### config.mk
export PLATFORM = sky130hd
export DESIGN_NAME = multicycle_alu
export DESIGN_NICKNAME = d
export VERILOG_FILES = /design/src/rtl/multicycle_alu.sv
export SDC_FILE = /design/constraint.sdc
export NUM_CORES = 1
export LEC_CHECK = 0
export ABC_CLOCK_PERIOD_IN_PS = 5200
export BUFFER_PORTS_ARGS = -buffer_cell sky130_fd_sc_hd__buf_2
export CAP_MARGIN = 20
export CORE_MARGIN = 2
export CORE_UTILIZATION = 30
export DETAILED_ROUTE_END_ITERATION = 10
export PLACE_DENSITY = 0.42
export SETUP_SLACK_MARGIN = 0.3
export SLEW_MARGIN = 5
export SYNTH_ARGS = -nofsm -noshare
export SYNTH_HDL_FRONTEND = slang
export SYNTH_SLANG_ARGS = --single-unit
export TNS_END_PERCENT = 100
### constraint.sdc
create_clock -name clock -period 5.2 [get_ports clock]
set_input_delay 0.52 -clock clock [delete_from_list [all_inputs] [get_ports clock]]
set_output_delay 0.52 -clock clock [all_outputs]
set_load 0.005 [all_outputs]
### src/rtl/multicycle_alu.sv
// rtl/multicycle_alu.sv - WIDTH-generic ALU with iterative RV32M multiply/divide.
// Divide opcodes 14-17 are built only when MULTICYCLE_ALU_DIV_EN is defined.
module multicycle_alu #(
  parameter int WIDTH = 32
) (
  input  logic             clock,
  input  logic             reset,
  input  logic             start,
  input  logic [4:0]       operation,
  input  logic [WIDTH-1:0] operand_1,
  input  logic [WIDTH-1:0] operand_2,
  output logic             ready,
  output logic             valid,
  output logic [WIDTH-1:0] result,
  output logic             illegal
);

  localparam int SW = $clog2(WIDTH);
  localparam logic [1:0] S_IDLE = 2'd0;
  localparam logic [1:0] S_LOAD = 2'd1;
  localparam logic [1:0] S_ITER = 2'd2;
  localparam logic [1:0] S_FIX  = 2'd3;
  localparam logic [WIDTH-1:0] MOST_NEG = {1'b1, {(WIDTH-1){1'b0}}};

  logic [1:0]         r_state;
  logic [4:0]         r_op;
  logic [WIDTH-1:0]   r_op1;
  logic [WIDTH-1:0]   r_op2;
  logic [WIDTH-1:0]   r_m;
  logic [2*WIDTH-1:0] r_acc;
  logic [SW-1:0]      r_cnt;
  logic               r_neg;
  logic               r_valid;
  logic               r_illegal;
  logic [WIDTH-1:0]   r_result;

  logic               w_accept;
  logic               w_is_mul;
  logic               w_is_div;
  logic               w_special;
  logic               w_iter_start;
  logic [SW-1:0]      w_sh;
  logic [WIDTH-1:0]   w_fast;
  logic               w_fast_ill;
  logic               w_a_sgn;
  logic               w_b_sgn;
  logic [WIDTH-1:0]   w_a_mag;
  logic [WIDTH-1:0]   w_b_mag;
  logic [WIDTH:0]     w_msum;
  logic [2*WIDTH-1:0] w_acc_next;
  logic [2*WIDTH-1:0] w_prod;
  logic [WIDTH-1:0]   w_final;

  // FIX is the valid cycle; it accepts like IDLE so back-to-back issue works.
  assign ready    = (r_state == S_IDLE) || (r_state == S_FIX);
  assign valid    = r_valid;
  assign result   = r_result;
  assign illegal  = r_illegal;
  assign w_accept = start && ready;
  assign w_sh     = operand_2[SW-1:0];
  assign w_is_mul = (operation >= 5'd10) && (operation <= 5'd13);

`ifdef MULTICYCLE_ALU_DIV_EN
  logic             r_rneg;
  logic             w_div_zero;
  logic             w_div_ovf;
  logic [WIDTH-1:0] w_dsh;
  logic             w_dge;
  logic [WIDTH-1:0] w_dhi;
  logic [WIDTH-1:0] w_quo;
  logic [WIDTH-1:0] w_rem;

  assign w_is_div   = (operation >= 5'd14) && (operation <= 5'd17);
  assign w_div_zero = (operand_2 == '0);
  assign w_div_ovf  = ((operation == 5'd14) || (operation == 5'd16)) &&
                      (operand_1 == MOST_NEG) && (operand_2 == '1);
  assign w_special  = w_is_div && (w_div_zero || w_div_ovf);

  // Restoring step: the bit shifted out of the remainder forces a subtract.
  assign w_dsh = {r_acc[2*WIDTH-2:WIDTH], r_acc[WIDTH-1]};
  assign w_dge = r_acc[2*WIDTH-1] | (w_dsh >= r_m);
  assign w_dhi = w_dge ? (w_dsh - r_m) : w_dsh;
  assign w_quo = r_neg  ? -w_acc_next[WIDTH-1:0]       : w_acc_next[WIDTH-1:0];
  assign w_rem = r_rneg ? -w_acc_next[2*WIDTH-1:WIDTH] : w_acc_next[2*WIDTH-1:WIDTH];
`else
  assign w_is_div  = 1'b0;
  assign w_special = 1'b0;
`endif

  assign w_iter_start = w_is_mul || (w_is_div && !w_special);

  always_comb begin
    w_fast     = '0;
    w_fast_ill = 1'b0;
    case (operation)
      5'd0: w_fast = operand_1 + operand_2;
      5'd1: w_fast = operand_1 - operand_2;
      5'd2: w_fast = operand_1 << w_sh;
      5'd3: w_fast = {{(WIDTH-1){1'b0}}, ($signed(operand_1) < $signed(operand_2))};
      5'd4: w_fast = {{(WIDTH-1){1'b0}}, (operand_1 < operand_2)};
      5'd5: w_fast = operand_1 ^ operand_2;
      5'd6: w_fast = operand_1 >> w_sh;
      5'd7: w_fast = $signed(operand_1) >>> w_sh;
      5'd8: w_fast = operand_1 | operand_2;
      5'd9: w_fast = operand_1 & operand_2;
`ifdef MULTICYCLE_ALU_DIV_EN
      5'd14, 5'd15: w_fast = w_div_zero ? '1 : MOST_NEG;
      5'd16, 5'd17: w_fast = w_div_zero ? operand_1 : '0;
`endif
      default: w_fast_ill = 1'b1;
    endcase
  end

  assign w_a_sgn = r_op1[WIDTH-1] && ((r_op == 5'd11) || (r_op == 5'd12) ||
                                      (r_op == 5'd14) || (r_op == 5'd16));
  assign w_b_sgn = r_op2[WIDTH-1] && ((r_op == 5'd11) || (r_op == 5'd14) ||
                                      (r_op == 5'd16));
  assign w_a_mag = w_a_sgn ? -r_op1 : r_op1;
  assign w_b_mag = w_b_sgn ? -r_op2 : r_op2;

  // Shift-add: multiplier sits in the low half and drains out of bit 0.
  assign w_msum = {1'b0, r_acc[2*WIDTH-1:WIDTH]} + (r_acc[0] ? {1'b0, r_m} : '0);

  always_comb begin
`ifdef MULTICYCLE_ALU_DIV_EN
    if (r_op >= 5'd14) begin
      w_acc_next = {w_dhi, r_acc[WIDTH-2:0], w_dge};
    end else begin
      w_acc_next = {w_msum, r_acc[WIDTH-1:1]};
    end
`else
    w_acc_next = {w_msum, r_acc[WIDTH-1:1]};
`endif
  end

  assign w_prod = r_neg ? -w_acc_next : w_acc_next;

  always_comb begin
    w_final = (r_op == 5'd10) ? w_prod[WIDTH-1:0] : w_prod[2*WIDTH-1:WIDTH];
`ifdef MULTICYCLE_ALU_DIV_EN
    if ((r_op == 5'd14) || (r_op == 5'd15)) begin
      w_final = w_quo;
    end else if ((r_op == 5'd16) || (r_op == 5'd17)) begin
      w_final = w_rem;
    end
`endif
  end

  always_ff @(posedge clock) begin
    if (reset) begin
      r_state   <= S_IDLE;
      r_op      <= '0;
      r_op1     <= '0;
      r_op2     <= '0;
      r_m       <= '0;
      r_acc     <= '0;
      r_cnt     <= '0;
      r_neg     <= 1'b0;
      r_valid   <= 1'b0;
      r_illegal <= 1'b0;
      r_result  <= '0;
`ifdef MULTICYCLE_ALU_DIV_EN
      r_rneg    <= 1'b0;
`endif
    end else begin
      r_valid <= 1'b0;
      case (r_state)
        S_IDLE, S_FIX: begin
          r_state <= S_IDLE;
          if (w_accept) begin
            r_op <= operation;
            if (w_iter_start) begin
              r_op1   <= operand_1;
              r_op2   <= operand_2;
              r_state <= S_LOAD;
            end else begin
              r_result  <= w_fast;
              r_illegal <= w_fast_ill;
              r_valid   <= 1'b1;
            end
          end
        end
        S_LOAD: begin
          r_cnt   <= '0;
          r_neg   <= w_a_sgn ^ w_b_sgn;
          r_state <= S_ITER;
`ifdef MULTICYCLE_ALU_DIV_EN
          r_rneg  <= w_a_sgn;
          if (r_op >= 5'd14) begin
            r_m   <= w_b_mag;
            r_acc <= {{WIDTH{1'b0}}, w_a_mag};
          end else begin
            r_m   <= w_a_mag;
            r_acc <= {{WIDTH{1'b0}}, w_b_mag};
          end
`else
          r_m     <= w_a_mag;
          r_acc   <= {{WIDTH{1'b0}}, w_b_mag};
`endif
        end
        S_ITER: begin
          r_acc <= w_acc_next;
          r_cnt <= r_cnt + 1'b1;
          if (r_cnt == SW'(WIDTH - 1)) begin
            r_result  <= w_final;
            r_illegal <= 1'b0;
            r_valid   <= 1'b1;
            r_state   <= S_FIX;
          end
        end
        default: r_state <= S_IDLE;
      endcase
    end
  end

endmodule

Yosys cells after proc, flatten, opt, wreduce, memory -nomap -nowiden. Index checks and enable logic that the tools add are counted.

Word-level logic and storage cells: 94. Output and inout bits: 35. Register bits after elaboration: 207.

$add $sub $neg: 7. Bitwise gates (word level): 4. Shift-type cells: 3. Multiplexer cells: 25. Equality and inequality tests: 21. $lt $le $gt $ge: 4. Reduce and logical (&&, ||, !) cells: 19.

Operators by type and width (count): $pmux 32 s10 (1); $mux 32 (7); $pmux 64 s2 (1); $lt 32x32->1 (2); $mux 64 (1); $neg 32->32 (2); $neg 64->64 (1); $pmux 32 s2 (1); $add 32x32->33 (1); $add 32x32->32 (1); $and 32x32->32 (1); $or 32x32->32 (1); $shl 32x5->32 (1); $shr 32x5->32 (1); $sshr 32x5->32 (1); $sub 32x32->32 (1); $xor 32x32->32 (1); $eq 5x4->1 const B (6); $eq 5x3->1 const B (4); $eq 5x2->1 const B (2); $eq 5x5->1 const B (2); $pmux 5 s2 (1); $reduce_or 10->1 (1); $mux 1 (9); 20 further kinds (33).

Depth between registers and ports, before layout. Gate-level depths: netlist of run 1.

Depth in word-level cells: 7. Depth in mapped cells: 17. Gate-level depth less buffers: 14.

Worst setup path before layout of run 1. OpenSTA, ideal clock, no wires.

Path kind: input -> register. Start point: input port operand_2[1]. End point: register r_result[29] (netlist: result[29]). Stages on the path: 16. Path slack: 719 ps. Arrival: 4388 ps. Cells stage by stage: clkbuf_1 clkbuf_1 clkbuf_1 inv_1 ha_1 o21bai_1 a21oi_1 o31ai_1 nor3b_1 or3_1 nor4_1 o41ai_1 or4_1 a21oi_1 a211oi_1 o32ai_1.

Longest elaborated chain between the ends: 5. Elaborated cells between the ends (all ways): 9. Those cells by class: add/sub (2); shift (3); mux (4).

RTL lines: start, declared (RTL line 11) `input logic [WIDTH-1:0] operand_2,`; $sub 32x32->32, or another cell as far along (RTL line 97) `5'd1: w_fast = operand_1 - operand_2;`; $pmux 32 s10 * (RTL line 95) `case (operation)`; $mux 32 * (RTL line 172) `if (w_iter_start) begin`; $mux 32 * (RTL line 170) `if (w_accept) begin`; $pmux 32 s2 * (RTL line 167) `case (r_state)`; end signal, assigned (RTL line 177) `r_result <= w_fast;`; end signal, assigned (RTL line 205) `r_result <= w_final;`; end, declared (RTL line 35) `logic [WIDTH-1:0] r_result;`.

Mark *: on every way between the ends. The rest lies on a longest branch, timed or not. The select of a mux whose other input is x is not followed. A chain may end at the register's enable or synchronous reset.

Worst setup path in the final report of run 1.
Start point: register r_acc[15]. End point: register r_result[11] (netlist: result[11]).

Longest elaborated chain between the ends: 5.

RTL lines: start, declared (RTL line 30) `logic [2*WIDTH-1:0] r_acc;`; start signal, assigned (RTL line 198) `r_acc <= {{WIDTH{1'b0}}, w_b_mag};`; start signal, assigned (RTL line 202) `r_acc <= w_acc_next;`; $neg 64->64 (RTL line 136) `assign w_prod = r_neg ? -w_acc_next : w_acc_next;`; $mux 64 (RTL line 136); $mux 32 (RTL line 139) `w_final = (r_op == 5'd10) ? w_prod[WIDTH-1:0] : w_prod[2*WIDTH-1:WIDTH];`; $mux 32 (RTL line 204) `if (r_cnt == SW'(WIDTH - 1)) begin`; $pmux 32 s2 (RTL line 167).

Every way passes these cells. The select of a mux whose other input is x is not followed.

==> results of run 1 <==
==> placed cells by master, fill, tap and decap left out, types with 11 or more instances in the layout <==
master     netlist  final
o211ai_1        28     28
xnor2_1         66     66
o41ai_1         21     20
ha_1           137    135
o21a_1          17     17
o21ai_0        194    193
a22oi_1         52     52
o22ai_1         11     11
xor2_1          70     69
nor3_1          76     75
mux2i_1         70     70
a21oi_1        302    302
nor4_1          23     21
clkbuf_16        0     25
mux4_2          58     58
nand3_1         39     39
a31oi_1         30     30
nor2_1         363    359
inv_1          114    114
nand2b_1        25     25
dfxtp_1        207    206
buf_4            0     94
a221oi_1        29     29
buf_2            6    103
a21o_1          34     34
a311oi_1        13     13
and2_1          44     44
or3_1           34     34
a211oi_1        63     63
o31ai_1         39     38
o21bai_1        21     21
nand2_1        309    309
==> kinds of logic after synthesis <==
family,Yosys count,synth area share
AOI/OAI and AO/OA,963,0.292
and+or+nand+nor,1001,0.215
adders and majority gates,140,0.0837
DFF,207,0.196
xor gates and xnor gates,136,0.0562
buffers and inverters,332,0.0592
muxes,134,0.0979
==> registers in the layout, indices dropped and copies added, names as in the netlist <==
| signal | cells |
|---|---|
| r_m | 32 |
| r_neg | 1 |
| r_cnt | 5 |
| illegal | 1 |
| r_op | 5 |
| r_acc | 64 |
| r_op1 | 32 |
| result | 32 |
| r_op2 | 32 |
| r_state | 2 |
| valid | 1 |
==> metrics by stage <==
stage	hold slack, ns	setup slack (ns)	util	power (mW)	cell area (um^2)
after detailed placement	0.463	0.207	0.328	4.22	22900
after global placement	0.463	0.380	0.328	4.22	22900
final	0.244	0.311	0.340	5.96	23800
after global routing	0.270	0.315	0.339	6.27	23800
after floorplan	0.444	0.719	-	3.30	21200
after CTS	0.229	0.357	0.339	5.99	23700
==> worst max-delay path: cells and delay by family, from the launching register on <==
family,cells,cell delay [ns]
AND/OR/NAND/NOR,9,3.45
AO/OA/AOI/OAI,1,0.50
XOR/XNOR,1,0.40
flip-flops,1,0.37
==> worst max path at each step <==
| stage | startpoint | end | slack (ns) |
|---|---|---|---|
| final | r_acc[15] | result[11] | 0.31 |
| after global routing | r_acc[15] | result[11] | 0.32 |
| after CTS | r_acc[0] | result[31] | 0.36 |
| after detailed placement | r_acc[0] | result[31] | 0.21 |
| after global placement | operand_1[0] | result[30] | 0.38 |
| after floorplan | operand_2[1] | result[29] | 0.72 |
==> cell type report <==
| cell class | count | area [um^2] | share of cell area |
|---|---|---|---|
| diodes | 2 | 5.00 | 0.000210 |
| clock buffers | 33 | 696 | 0.0293 |
| clock inverters | 11 | 98.8 | 0.00416 |
| inverters | 118 | 443 | 0.0186 |
| multi-input cells | 2374 | 15900 | 0.668 |
| flip-flops and latches | 207 | 4150 | 0.174 |
| well taps | 940 | 1180 | 0.0495 |
| repair buffers | 203 | 1330 | 0.0560 |
==> power by group through the flow <==
stage	combinational [mW]	clock (mW)	sequential, mW
global placement	2.31	0	1.91
finish	2.35	1.74	1.88
CTS	2.32	1.79	1.88
detailed placement	2.31	0	1.91
floorplan	1.45	0	1.85
global route	2.52	1.85	1.90
==> synth_stat cells (all sizes together) (7+ instances only) <==
cell type and count:
or2 10, o221ai 9, o41ai 22, a211o 9, mux2i 70, a21o 34, a211oi 63, or3 36
xor2 70, o21ai 198, nand3 39, o31ai 39, o211ai 29, a311oi 13, o21a 17, ha 137
xnor2 66, nor4 24, and2 46, mux4 58, buf 33, a22oi 52, nand3b 9, and3 9
nand2 309, nor4b 7, o31a 7, dfxtp 207, nand4 10, a31oi 30, clkbuf 181, a221oi 29
nand2b 25, inv 115, o22ai 11, nor2 363, nor3 77, o311ai 10, or4 13, o21bai 21
nor2b 12, a2111oi 11, a21oi 302
==> what timing repair did <==
action	in CTS	in global routing
setup endpoints to repair	1	14
hold buffers	0	0
cloned	0	0
resized for setup	2	6
==> routing by layer <==
metal,global-route usage,wire length [um]
met1,0.352,44000
met2,0.431,45700
met3,0.0399,6420
met4,0.113,4630
met5,0,56
==> qor.txt, run 1 <==
final setup fails -> 0
clock transition at the registers of the reported paths -> 0.06 ns
drt pass-1 iters -> 7
number of top-level pins -> 107
GP Congestion -> 0.978
via count -> 22800
Worst Hold Class -> in2reg
CP most frequent cell -> or4_1
VDD IR-drop max -> 0.000236 V
Worst Path Required -> 5.59 ns
clock skew -> 0.0197 ns
postcts setup bufs -> 0
setup TNS -> 0 ns
Worst R2R Path Depth -> 11
final wirelength -> 101000 um
Worst setup EP type -> flip-flop
post-synthesis cell count -> 2913
hold_sp -> operand_2[21]
hold worst-path end -> r_op2[21]
CTS H-tree lvls -> 1
Final Max Tran Viols -> 0
die area -> 72800 um^2
Synth area leader -> dfxtp_1
Top FF cell, synth -> dfxtp_1
Final Hold Viols -> 0
DRT iter0 DRCs -> 2066
RSZ-0062 raised after global routing -> no
GR Overflow Total -> 0
outcome -> finished, final reports clean
slowest stage delay, CP -> 0.66 ns
Max clock buf depth -> 3
gr usage total -> 0.266
EDFF count, synth -> 0
share of cells above drive strength 1 -> 0.119
drt drc -> 0
Row Count -> 97
Clk pwr share -> 0.292
syn avg cell area -> 7.27 um^2
switching share of power -> 0.412
power per cell area -> 251 nW/um^2
switching pwr -> 2.46 mW
fill count -> 7596
top-area cell type share of the netlist area -> 0.196
hold path depth -> 3
FF-to-FF setup slack -> 0.31 ns
Core Area -> 70000 um^2
placed insts -> 3842
Slew @ Worst Pin -> 1.08 ns
top cells by area, synth -> dfxtp_1 (20%), ha_1 (8.1%), a21oi_1 (7.1%)
cell area after synthesis -> 21200 um^2
area grow syn2layout -> 12.2%
Int Pwr -> 3.50 mW
crit start category -> flip-flop
CTS tree -> yes
Synth Register Bits -> 207
wire per inst -> 25.9 um
critical path class -> reg2reg
die height -> 270 um
final worst-path cycle share -> 0.940
clk sinks -> 207
antenna-violating nets left -> 0
Comb pwr share -> 0.393
post-synth cell types -> 86
Worst-Skew Late Latency -> 0.56 ns
Critical-path top delay cell -> nor4_2
Synth async-reset ratio -> 0
min Tclk post-route -> 4.89 ns
number of global-route vias before repair -> 21800
first-pass GRT wire length -> 147000 um
CP Cell Sequence -> or4_1 -> or4_1 -> nor4_2 -> nor4b_2 -> nand4_1 -> nor3_2 -> nor2_1 -> xnor2_1 -> nand2_1 -> a311oi_1 -> nor3_1
normalized max-slew margin -> 0.279
maxcap violations -> 0
largest net degree at the start of global routing -> 116
largest fanout on the critical path -> 7
Mapped Nets -> 3125
Starting Density -> 0.303
share of power burned in registers -> 0.315
post-synthesis sequential area ratio -> 0.196
fin nets -> 3141
Via-to-Cell Ratio -> 5.86
initial antenna violation count -> 9
Fmax -> 0.205 GHz
post-detail-place hpwl -> 77600 um
Yosys Warn Count -> 0
critical path arrival -> 5.28 ns
RR Startpoint -> r_acc[15]
Num CTS Buffers -> 25
die width -> 270 um
PortBufs -> 106
root buf cell -> clkbuf_16
Non-Filler Instances -> 3888
Leak -> 9.37 nW
FF-to-FF End -> result[11]
No activity file was read; power rests on OpenSTA's default activity.
==> run 2, diff against run 1 <==
--- a/config.mk
+++ b/config.mk
@@ -8,12 +8,11 @@
 export ABC_CLOCK_PERIOD_IN_PS = 5200
 export BUFFER_PORTS_ARGS = -buffer_cell sky130_fd_sc_hd__buf_2
 export CAP_MARGIN = 20
-export CORE_MARGIN = 2
 export CORE_UTILIZATION = 30
 export DETAILED_ROUTE_END_ITERATION = 10
 export PLACE_DENSITY = 0.42
 export SETUP_SLACK_MARGIN = 0.3
-export SLEW_MARGIN = 5
+export SLEW_MARGIN = 20
 export SYNTH_ARGS = -nofsm -noshare
 export SYNTH_HDL_FRONTEND = slang
 export SYNTH_SLANG_ARGS = --single-unit
==> run 2 against run 1 <==
Net effect: via count shrank 0.45%; count of clock-buffer cells in the layout down 2; clock power rose by 7%; global-route usage increased by 0.21 points; highest routed layer unchanged; critical endpoint is now result[17]; largest cell class unchanged; critical path type unchanged; critical path depth stayed put; largest power group unchanged.
==> qor.txt, run 2 (synthesized netlist as in run 1, its figures left out) <==
critical path class -> reg2reg
root buf cell -> clkbuf_16
max FFs per register -> 64
leading cell types in the layout, fill and taps excluded -> nor2_1 (359), nand2_1 (309), a21oi_1 (302), dfxtp_1 (206), o21ai_0 (194)
largest fanout on the critical path -> 7
clock skew -> 0.0293 ns
Row Count -> 97
Via-to-Cell Ratio -> 5.85
slowest stage delay, CP -> 0.62 ns
VDD IR-drop max -> 0.000226 V
initial antenna violation count -> 2
DP Area -> 22800 um^2
wire per inst -> 25.4 um
Final Hold Viols -> 0
hold path depth -> 3
Critical-path top delay cell -> or4_1
drt pass-1 iters -> 6
share of cells above drive strength 1 -> 0.116
final wirelength -> 98400 um
final setup fails -> 0
Leak -> 9.33 nW
Max clock buf depth -> 3
Worst-Skew Late Latency -> 0.56 ns
die height -> 268 um
outcome -> finished, final reports clean
Worst Hold Class -> in2reg
postcts setup bufs -> 0
Buf/Inv on CP -> 0
FF-to-FF End -> result[17]
min Tclk post-route -> 4.66 ns
RSZ-0062 raised after global routing -> no
normalized max-slew margin -> 0.224
Worst R2R Path Depth -> 11
# diodes -> 0
WP depth -> 11
clk sinks -> 207
GR Overflow Total -> 0
largest net degree at the start of global routing -> 88
via count -> 22700
number of top-level pins -> 107
Largest Register -> r_acc
FF-to-FF setup slack -> 0.54 ns
Post-CTS Hold Buffers -> 0
antenna-violating nets left -> 0
Slew @ Worst Pin -> 1.15 ns
placed insts -> 3830
die area -> 71700 um^2
PortBufs -> 106
DRT iter0 DRCs -> 2071
leading cell type in the layout, fill and taps excluded -> nor2_1
Layout Utilization -> 0.339
RR Startpoint -> r_acc[15]
area grow syn2layout -> 11.7%
post-detail-place hpwl -> 76400 um
CP most frequent cell -> or4_1
crit start category -> flip-flop
final worst-path cycle share -> 0.897
Non-Filler Instances -> 3874
PostCTS Resize Cnt -> 0
Num CTS Buffers -> 25
power per cell area -> 256 nW/um^2
Final Max Tran Viols -> 0
hold_sp -> operand_2[19]
Starting Density -> 0.303
first-pass GRT wire length -> 144000 um
die width -> 268 um
Core Area -> 69900 um^2
number of global-route vias before repair -> 21300
Design Area, Final -> 23700 um^2
hold worst-path end -> r_op2[19]
GP Congestion -> 1.03
gr usage total -> 0.268
Worst setup EP type -> flip-flop
CTS H-tree lvls -> 1
fin nets -> 3129
CTS tree -> yes
drt drc -> 0
Fmax -> 0.214 GHz
critical path arrival -> 5.05 ns
Worst Path Required -> 5.59 ns
Worst path top cell family by delay -> simple AND/OR/NAND/NOR gates
setup TNS -> 0 ns
clock transition at the registers of the reported paths -> 0.06 ns
CP Cell Sequence -> or4_1 -> or4_1 -> nor4_2 -> nor4b_2 -> nand4_1 -> or3_1 -> o31ai_1 -> xor2_1 -> nor2_1 -> nor3_1 -> a211oi_1
maxcap violations -> 0
==> run 2: worst reg2reg max path, cell delays in order (launching register included) <==
cell	delay, ns
dfxtp_1	0.37
or4_1	0.62
or4_1	0.52
nor4_2	0.57
nor4b_2	0.54
nand4_1	0.30
or3_1	0.50
o31ai_1	0.29
xor2_1	0.34
nor2_1	0.07
nor3_1	0.29
a211oi_1	0.12
==> run 2: area by class of cell <==
class / instances / area [um^2]
clock buffers: 31 / 688
repair buffers: 191 / 1190
well taps: 940 / 1180
multi-input cells: 2374 / 15900
fillers: 7679 / 46200
flip-flops and latches: 207 / 4150
inverters: 118 / 443
clock inverters: 13 / 178
==> run 2: per-layer routing <==
layer / up-vias / wire length, um / track usage
met3: 157 / 5290 / 0.0236
met5: - / 11 / 0
met4: 2 / 4300 / 0.108
met1: 11000 / 44300 / 0.366
met2: 843 / 44500 / 0.434
li1: 10700 / - / -
==> run 2: worst max path at each step <==
stage | slack [ns] | startpoint | to
3_5_place_dp | 0.41 | r_acc[0] | result[31]
5_1_grt | 0.31 | r_acc[0] | result[22]
2_1_floorplan | 0.72 | operand_2[1] | result[29]
6_report | 0.54 | r_acc[15] | result[17]
3_3_place_gp | 0.48 | r_acc[0] | result[31]
4_1_cts | 0.36 | r_acc[0] | result[31]
==> run 2: stage by stage <==
step / power, mW / setup WS (ns) / hold slack (ns)
5_1_grt: 6.37 / 0.313 / 0.265
2_1_floorplan: 3.30 / 0.719 / 0.444
6_report: 6.06 / 0.537 / 0.259
3_5_place_dp: 4.19 / 0.407 / 0.474
4_1_cts: 6.10 / 0.356 / 0.232
3_3_place_gp: 4.18 / 0.477 / 0.466
==> run 2: report_power, final <==
part	total, mW	internal [mW]	switching (mW)
Sequential	1.86	1.74	0.120
Clock	1.87	1.13	0.735
Combinational	2.33	0.765	1.56
==> run 3, diff against run 2 <==
--- a/config.mk
+++ b/config.mk
@@ -5,9 +5,9 @@
 export SDC_FILE = /design/constraint.sdc
 export NUM_CORES = 1
 export LEC_CHECK = 0
-export ABC_CLOCK_PERIOD_IN_PS = 5200
+export ABC_CLOCK_PERIOD_IN_PS = 4400
 export BUFFER_PORTS_ARGS = -buffer_cell sky130_fd_sc_hd__buf_2
-export CAP_MARGIN = 20
+export CAP_MARGIN = 5
 export CORE_UTILIZATION = 30
 export DETAILED_ROUTE_END_ITERATION = 10
 export PLACE_DENSITY = 0.42
==> constraint.sdc (replaced) <==
create_clock -name clock -period 4.4 [get_ports clock]
set_input_delay 0.44 -clock clock [delete_from_list [all_inputs] [get_ports clock]]
set_output_delay 0.44 -clock clock [all_outputs]
set_load 0.005 [all_outputs]
==> run 3 against run 2 <==
Net effect: sequential share of layout area fell by 0.85 points; first-iteration DRC count fell by 2.4%; worst hold slack got worse by 0.080 ns; clock power rose by 7%; cell count rose by 3.3%; combinational power rose by 25%; register-to-register slack got worse by 0.10 ns; global-route usage rose by 0.39 points; sequential cell count did not move; sequential power rose by 18%; highest routed layer unchanged.
==> qor.txt, run 3 (synthesized netlist as in run 1, its figures left out) <==
outcome -> finished, final reports clean
maxcap violations -> 0
slowest stage delay, CP -> 0.55 ns
first-pass GRT wire length -> 146000 um
min Tclk post-route -> 3.96 ns
power per cell area -> 286 nW/um^2
clock skew -> 0.0182 ns
Worst Hold Class -> in2reg
Worst Setup Slack, final -> 0.436 ns
clk sinks -> 207
Critical-path top delay cell -> or4_4
Worst path top cell family by delay -> simple AND/OR/NAND/NOR gates
drt drc -> 0
via count -> 23100
Post-CTS Hold Buffers -> 0
Starting Density -> 0.303
CP Cell Sequence -> buf_4 -> and2_1 -> ha_4 -> nand2_1 -> o21a_4 -> o21ai_0 -> nor3_1 -> or3_4 -> or3_4 -> or4_4 -> o41ai_4 -> xnor2_2 -> o211ai_2 -> o311ai_1
root buf cell -> clkbuf_16
critical path arrival -> 4.37 ns
area grow syn2layout -> 17.5%
WP depth -> 14
placed insts -> 3951
Worst Path Required -> 4.81 ns
clock transition at the registers of the reported paths -> 0.07 ns
initial antenna violation count -> 7
leading cell types in the layout, fill and taps excluded -> nor2_1 (359), nand2_1 (309), a21oi_1 (297), dfxtp_1 (206), buf_4 (206)
fin nets -> 3253
Row Count -> 97
DRT iter0 DRCs -> 2022
DP Worst Slack -> 0.0363 ns
Largest Register -> r_acc
setup TNS -> 0 ns
critical path class -> reg2reg
Final Hold Viols -> 0
leading cell type in the layout, fill and taps excluded -> nor2_1
Slew @ Worst Pin -> 1.05 ns
crit start category -> flip-flop
CTS tree -> yes
VDD IR-drop max -> 0.000275 V
number of global-route vias before repair -> 22100
Fmax -> 0.252 GHz
largest fanout on the critical path -> 9
Via-to-Cell Ratio -> 5.78
Non-Filler Instances -> 4000
FF-to-FF setup slack -> 0.44 ns
normalized max-slew margin -> 0.290
max FFs per register -> 64
hold worst-path end -> r_op2[19]
CP most frequent cell -> or3_4
post-detail-place hpwl -> 77600 um
FF-to-FF End -> result[26]
number of top-level pins -> 107
Final Max Tran Viols -> 0
final worst-path cycle share -> 0.901
Core Area -> 69900 um^2
wire per inst -> 25.0 um
largest net degree at the start of global routing -> 154
Crit. Startpoint -> r_acc[0]
final setup fails -> 0
Num CTS Buffers -> 25
final wirelength -> 100000 um
hold path depth -> 3
share of cells above drive strength 1 -> 0.165
hold slack -> 0.179 ns
GR Overflow Total -> 0
PortBufs -> 106
Max clock buf depth -> 3
Buf/Inv on CP -> 1
RR Startpoint -> r_acc[0]
Leak -> 9.95 nW
die width -> 268 um
Worst setup EP type -> flip-flop
hold_sp -> operand_2[19]
CTS H-tree lvls -> 1
die height -> 268 um
RSZ-0062 raised after global routing -> yes
Worst-Skew Late Latency -> 0.55 ns
GP Congestion -> 1.00
gr usage total -> 0.272
die area -> 71700 um^2
Worst R2R Path Depth -> 14
drt pass-1 iters -> 5
antenna-violating nets left -> 0
total power -> 7.12 mW
==> run 3: area by class of cell <==
cell class / instances / area (um^2)
Clock buffer: 33 / 676
Tap cell: 940 / 1180
Sequential cell: 207 / 4150
Antenna cell: 3 / 7.51
Timing Repair Buffer: 315 / 2160
Multi-Input combinational cell: 2374 / 16200
Fill cell: 7564 / 45000
Clock inverter: 10 / 90.1
Inverter: 118 / 443
==> run 3: timing repair <==
item	CTS	global route
cloned	0	0
buffers inserted	0	3
endpoints found under the setup margin	16	17
pin swaps	4	7
gates resized for setup	12	57
==> run 3: how the worst max path moves through the flow <==
stage                  to  slack [ns]
6_report       result[26]        0.44
5_1_grt        result[17]        0.25
4_1_cts        result[18]        0.30
3_5_place_dp   result[31]        0.04
3_3_place_gp   result[23]        0.06
2_1_floorplan  result[29]        0.26
==> run 3: report_power, final <==
part | internal (mW) | switching (mW) | total, mW
registers | 2.05 | 0.141 | 2.19
logic | 1.01 | 1.90 | 2.91
clock network | 1.14 | 0.873 | 2.01
==> run 3: worst register-to-register path: cells and delay by family (launching register included) <==
kind / cells / cell delay (ns)
flip-flops: 1 / 0.37
AND/OR/NAND/NOR: 6 / 1.85
AO/OA/AOI/OAI: 5 / 1.03
XOR/XNOR: 1 / 0.11
adder cells (fa/ha/maj): 1 / 0.31
buffers and inverters: 1 / 0.16
==> run 3: layer usage <==
metal | part of all wire | vias to the layer above | global-route usage
met5 | 0.00036 | - | 0
met4 | 0.044 | 6 | 0.115
met3 | 0.064 | 170 | 0.0334
met2 | 0.45 | 886 | 0.434
met1 | 0.44 | 11200 | 0.369
li1 | - | 10900 | -
==> run 3: stage by stage <==
step | cell area, um^2 | utilization
2_1_floorplan | 21200 | -
3_3_place_gp | 23800 | 0.340
3_5_place_dp | 23800 | 0.340
4_1_cts | 24600 | 0.352
5_1_grt | 24900 | 0.356
6_report | 24900 | 0.356
